$ cat src/rtl/ms_alarm.sv
// Millisecond alarm timer: counts ticks of an external free-running ms counter and
// raises one-shot or periodic expiries with sticky expired/overrun flags.
module ms_alarm (
  input  logic        clk_i,
  input  logic        rst_ni,
  input  logic [31:0] cnt_i,
  input  logic        start_i,
  input  logic [15:0] period_ms_i,
  input  logic        periodic_i,
  input  logic        stop_i,
  input  logic        irq_ack_i,
  output logic        busy_o,
  output logic [15:0] remaining_ms_o,
  output logic        expire_pulse_o,
  output logic        expired_o,
  output logic        overrun_o,
  output logic        start_err_o
);

  typedef enum logic {StIdle, StRun} state_e;

  state_e      state_q;
  logic [31:0] cnt_q;
  logic        cnt_valid_q;
  logic [15:0] period_q;
  logic        periodic_q;
  logic [15:0] remaining_q;
  logic        expire_pulse_q;
  logic        expired_q;
  logic        overrun_q;
  logic        start_err_q;
  logic        tick;

  // Any change of the ms count is one tick, including wrap and multi-count jumps.
  assign tick = cnt_valid_q & (cnt_i != cnt_q);

  always_ff @(posedge clk_i or negedge rst_ni) begin
    if (!rst_ni) begin
      state_q        <= StIdle;
      cnt_q          <= '0;
      cnt_valid_q    <= 1'b0;
      period_q       <= '0;
      periodic_q     <= 1'b0;
      remaining_q    <= '0;
      expire_pulse_q <= 1'b0;
      expired_q      <= 1'b0;
      overrun_q      <= 1'b0;
      start_err_q    <= 1'b0;
    end else begin
      cnt_q          <= cnt_i;
      cnt_valid_q    <= 1'b1;
      expire_pulse_q <= 1'b0;
      start_err_q    <= 1'b0;
      if (irq_ack_i) begin
        expired_q <= 1'b0;
        overrun_q <= 1'b0;
      end
      if (stop_i) begin
        state_q     <= StIdle;
        remaining_q <= '0;
      end else if (start_i && (period_ms_i == 16'd0)) begin
        // Rejected start freezes the timer for this cycle, tick included.
        start_err_q <= 1'b1;
      end else if (start_i) begin
        state_q     <= StRun;
        period_q    <= period_ms_i;
        periodic_q  <= periodic_i;
        remaining_q <= period_ms_i;
      end else if ((state_q == StRun) && tick) begin
        if (remaining_q > 16'd1) begin
          remaining_q <= remaining_q - 16'd1;
        end else begin
          expire_pulse_q <= 1'b1;
          expired_q      <= 1'b1;
          // An expiry coinciding with irq_ack wins the flag but never flags overrun.
          if (expired_q && !irq_ack_i) begin
            overrun_q <= 1'b1;
          end
          if (periodic_q) begin
            remaining_q <= period_q;
          end else begin
            remaining_q <= '0;
            state_q     <= StIdle;
          end
        end
      end
    end
  end

  assign busy_o         = (state_q == StRun);
  assign remaining_ms_o = remaining_q;
  assign expire_pulse_o = expire_pulse_q;
  assign expired_o      = expired_q;
  assign overrun_o      = overrun_q;
  assign start_err_o    = start_err_q;

endmodule

$ cat config.mk
export PLATFORM = sky130hd
export DESIGN_NAME = ms_alarm
export DESIGN_NICKNAME = d
export VERILOG_FILES = /design/src/rtl/ms_alarm.sv
export SDC_FILE = /design/constraint.sdc
export NUM_CORES = 1
export LEC_CHECK = 0
export CAP_MARGIN = 10
export CORE_MARGIN = 3
export CORE_UTILIZATION = 55
export CTS_BUF_LIST = sky130_fd_sc_hd__clkbuf_2 sky130_fd_sc_hd__clkbuf_4 sky130_fd_sc_hd__clkbuf_8
export CTS_CLUSTER_SIZE = 40
export DETAILED_ROUTE_END_ITERATION = 8
export PLACE_DENSITY = 0.95
export REMOVE_ABC_BUFFERS = 1
export SLEW_MARGIN = 15
export SYNTH_ARGS = -nofsm -noshare
export SYNTH_HDL_FRONTEND = slang
export SYNTH_SLANG_ARGS = --single-unit
$ cat constraint.sdc
create_clock -name clk_i -period 5 [get_ports clk_i]
set_input_delay 1 -clock clk_i [delete_from_list [all_inputs] [get_ports clk_i]]
set_output_delay 1 -clock clk_i [all_outputs]
set_load 0.01 [all_outputs]
# Word level (Yosys, flattened, before mapping)

Index checks and enable logic that the tools add are counted.

Flip-flop bits (word level): 71
Bits of input ports: 54
Output and inout port bits: 21
Logic and storage cells: 60

Add/sub/neg operators: 1
Order comparisons: 1
Eq/ne operators: 4
Multiplexer cells: 32
Bitwise gates (word level): 3
Reduce and logical (&&, ||, !) cells: 9

Operators by type and width:

| operator                                                                          | number |
|---|---|
| 16-bit 2-to-1 mux                                                                 | 6 |
| 32-bit != test                                                                    | 1 |
| 1-bit 2-to-1 mux                                                                  | 26 |
| 16-bit by 1-bit greater-than comparator with 1-bit output (second input constant) | 1 |
| 16-bit logical NOT                                                                | 1 |
| 16-bit by 1-bit subtractor with 16-bit output (second input constant)             | 1 |
| 3-bit != test (second input constant)                                             | 2 |
| 4-bit AND reduction                                                               | 1 |
| 1-bit logical AND                                                                 | 3 |
| 3-bit AND reduction                                                               | 1 |
| 3-bit nonzero test                                                                | 1 |
| 2-bit != test (second input constant)                                             | 1 |
| 1-bit inverter                                                                    | 2 |
| 2-bit AND reduction                                                               | 1 |
| 1-bit bitwise AND                                                                 | 1 |
| 1-bit logical NOT                                                                 | 1 |

# Depth between registers and ports, before layout

Depth in word-level cells: 8
Mapped depth: 9

# Least setup slack after synthesis

No wires, ideal clock.

Kind: input-to-reg
Start: input port period_ms_i[11]
End: register remaining_q[11] (netlist: remaining_ms_o[11])
Arrival time: 2530 ps
Setup slack: 2345 ps
Stages on the path: 8
Path buffers: 2
Cells stage by stage: nor4_1 -> nand4_1 -> nor3b_2 -> nor2_1 -> a21bo_1 -> buf_6 -> buf_6 -> mux2_4

Word-level cells in the longest chain between the ends: 4
Elaborated cells on any way between the ends: 7

RTL lines:

| what                                 | line | source |
|---|---|---|
| start: declaration                   | 8    | `input logic [15:0] period_ms_i,` |
| 16-bit logical NOT                   | 61   | `end else if (start_i && (period_ms_i == 16'd0)) begin` |
| 1-bit logical AND                    | 61   |  |
| 2-bit != test (no source line)       | --   |  |
| 2-bit AND reduction (no source line) | --   |  |
| end signal: assignment               | 68   | `remaining_q <= period_ms_i;` |
| end signal: assignment               | 71   | `remaining_q <= remaining_q - 16'd1;` |
| end signal: assignment               | 80   | `remaining_q <= period_q;` |
| end: declaration                     | 27   | `logic [15:0] remaining_q;` |

Parallel ways exist; a longest one is shown, timed or not. The select of a mux whose other input is x is not followed.
A chain may end at the register's enable or synchronous reset.

# Final worst setup path

Start: input port period_ms_i[14]
End: register remaining_q[12] (netlist: remaining_ms_o[12])

Word-level cells in the longest chain between the ends: 4

RTL lines:

| what                                 | line |
|---|---|
| 16-bit logical NOT                   | 61 |
| 1-bit logical AND                    | 61 |
| 2-bit != test (no source line)       | -- |
| 2-bit AND reduction (no source line) | -- |

No other way between the ends.

==> metrics.txt <==
final wirelength 8.807 mm; critical path peak fanout 22; H-Tree Depth 3; core footprint 5709 µm²; vias in the first global route 2943; routability cong. 1.018; hold_sp period_q[5]$_DFFE_PN0P_; Die ar. 7085 µm²; Reg area 1777 µm²; Die Width 84.17 µm; number of synthesized flops with an enable pin 0; Num Clock Sinks 71; internal power 1.087 mW; Worst R2R Path Depth 8; TritonCTS clock tree built; Clock power frac 32.4%; GRT met3 Usage 6.575%; Initial DRC Count 402; Power Density 353.7 nW/µm²; CP Launch Type primary input; wire per inst 18.90 µm; Setup crit end kind flip-flop; Max Clock Skew 4.774 ps; setup TNS 0 ps; RSZ-0062 raised after global routing no; syn avg cell area 10.74 µm²; fin crit period 3325 ps; leakage power 1.832 nW; # fillers 365; Max Freq 300.7 MHz; area leader, netlist dfrtp_1; #FFs+latches synth 71; VDD IR max 0.2339 mV; Largest stage delay, worst path 560 ps; GR Overflow Total 0; Synth area leaders dfrtp_1, xnor2_1, nand2_1, mux2_2, nand4_1; Max Cap Viol 0; Max clock buf depth 2; Starting Density 58.86%; via/cell ratio 6.178; CTS buffer count 9; critical path, cell by cell clkdlybuf4s50_1 -> nor4_1 -> nand4_1 -> and3_1 -> and2_1 -> a221o_1 -> a32o_1; Tcrit/Tclk final 66.50%; DRT Pass-1 Iters 8; num rows 27; Root Buffer clkbuf_8; postcts setup bufs 0; sequential element share of the synthesized area 52.87%; pin count of the biggest net entering global routing 40; Sw Ratio 29.52%; RR Startpoint remaining_ms_o[0]$_DFFE_PN0P_; CP Data Arrival Time 3570 ps; Combinational Power Share 23.6%; relative slew slack 34.24%; dpl hpwl 6.284 mm; port bufs 74; cells after synthesis 313; run status completed; Final nets 446; detailed-route via count 2879; crit path kind primary input to flip-flop; drc violations 0; required time of the critical path 5250 ps; antenna cell count 0; ANT nets after route 0; Distinct cells, synth 49; CP bufs+invs 1; Primary FF master, synth dfrtp_1; Sw Pwr 0.4552 mW; met1 usage in global routing 33.53%; Post-synth ARST share 100.0%; Crit-path slowest cell and3_1; Die Y 84.17 µm; grt met2 use 40.53%; family with the most delay on the worst path simple AND/OR/NAND/NOR gates; post_cts resized 0; share of cells above drive strength 1 10.66%; busiest layer in global routing met2; R2R Path End remaining_ms_o[8]$_DFFE_PN0P_; Final setup viols 0; synth warn 0; # IOs 75; share of the synthesized area in the top cell type 52.87%; FF-to-FF setup slack 2500 ps; clk slew on worst S/H paths 70 ps; commonest cells after routing, fill and taps aside clkdlybuf4s50_1, dfrtp_1, nand2_1; hold path cells 2; Tot GR Track Use 26.23%; Syn Std Cell Area 3361 µm²; worst skew pair latency 350 ps; sequential power share 44.1%; final hold vios 0; area of the multi-input gates 1519 µm²; cts-stage hold buffer count 0; fin. max-slew vios 0; most common cell after layout, fill and taps aside clkdlybuf4s50_1; dpl cell area 4144 µm²; Area growth, synth to finish 29.71%; Hold WC Path Type flip-flop to flip-flop; first-pass GRT wire length 14.52 mm; final instance area 4359 µm²; number of antenna violations at the first check in global routing 0; hold worst-path end period_q[5]$_DFFE_PN0P_; Worst-Margin Slew 978.9 ps
-- tightest hold or removal path, stage by stage, from the launching register on --
cell	delay, ps
dfrtp_1	350
nand2_1	50
nand2_1	60
-- flip-flops by register name, summed over array words and instances (netlist names) --
name and cells:
expire_pulse_o 1, busy_o 1, remaining_ms_o 16, expired_o 1
cnt_q 32, periodic_q 1, cnt_valid_q 1, overrun_o 1
period_q 16, start_err_o 1
-- routing by layer --
metal / vias to the layer above / share of wire [%]
li1: 1273 / -
met3: 38 / 9.3
met5: - / 0
met4: 0 / 3.3
met1: 1400 / 39
met2: 168 / 48
-- cell usage after synthesis, drive strengths merged, types with 2 or more instances --
| master | number |
|---|---|
| xor2 | 2 |
| nor3b | 2 |
| nand3 | 12 |
| a31oi | 3 |
| clkbuf | 6 |
| and2 | 3 |
| a32o | 6 |
| and3 | 4 |
| buf | 3 |
| nand2 | 64 |
| inv | 4 |
| o31ai | 8 |
| xnor2 | 35 |
| a21oi | 4 |
| a22oi | 3 |
| or2 | 2 |
| nand4 | 10 |
| dfrtp | 71 |
| ha | 2 |
| nand2b | 3 |
| a21o | 2 |
| mux2 | 14 |
| nor4 | 9 |
| o21ai | 11 |
| nor2 | 8 |
| a221o | 3 |
| nor3 | 6 |
-- cell families after synthesis --
kind of cell | count (synthesis) | share of synthesized area (%)
AO/OA/AOI/OAI | 49 | 10.91
XOR/XNOR | 37 | 9.643
adder cells (fa/ha/maj) | 2 | 0.7445
buffers and inverters | 13 | 1.936
flip-flops | 71 | 52.87
multiplexers | 14 | 5.138
other | 1 | 0.1116
AND/OR/NAND/NOR | 126 | 18.65
-- worst max-delay path by stage --
stage,slack [ps],depth (start not counted),from,endpoint
2_1_floorplan,2340,6,period_ms_i[11],remaining_ms_o[12]$_DFFE_PN0P_
3_3_place_gp,1530,7,period_ms_i[14],remaining_ms_o[12]$_DFFE_PN0P_
3_5_place_dp,1430,7,period_ms_i[14],remaining_ms_o[12]$_DFFE_PN0P_
4_1_cts,1760,7,period_ms_i[14],remaining_ms_o[12]$_DFFE_PN0P_
5_1_grt,1500,7,period_ms_i[14],remaining_ms_o[8]$_DFFE_PN0P_
6_report,1670,7,period_ms_i[14],remaining_ms_o[12]$_DFFE_PN0P_
-- per-stage QoR --
stage / cells / util [%] / power [mW] / worst slack, ps / hold WS, ps
floorplan: 304 / - / 0.8792 / 2340 / 441.4
global placement: 451 / 72.58 / 1.023 / 1529 / 455.1
detailed placement: 451 / 72.58 / 1.038 / 1427 / 467.3
CTS: 466 / 76.35 / 1.538 / 1756 / 485.0
global route: 466 / 76.35 / 1.605 / 1498 / 499.7
finish: 466 / 76.35 / 1.542 / 1675 / 483.4
-- cell type report --
cell class	instances	area share, %
Sequential cell	71	40.76
Multi-Input combinational cell	229	34.85
Timing Repair Buffer	75	17.05
Clock buffer	10	3.014
Tap cell	72	2.067
Clock inverter	5	1.923
Inverter	4	0.3444
-- power by group through the flow --
| stage | combinational, mW | sequential (mW) | clock, mW |
|---|---|---|---|
| after detailed placement | 0.352 | 0.686 | 0 |
| after global routing | 0.393 | 0.684 | 0.528 |
| final | 0.363 | 0.679 | 0.499 |
| after global placement | 0.339 | 0.683 | 0 |
| after CTS | 0.360 | 0.676 | 0.502 |
| after floorplan | 0.198 | 0.681 | 0 |
(Power assumes the default switching activity.)
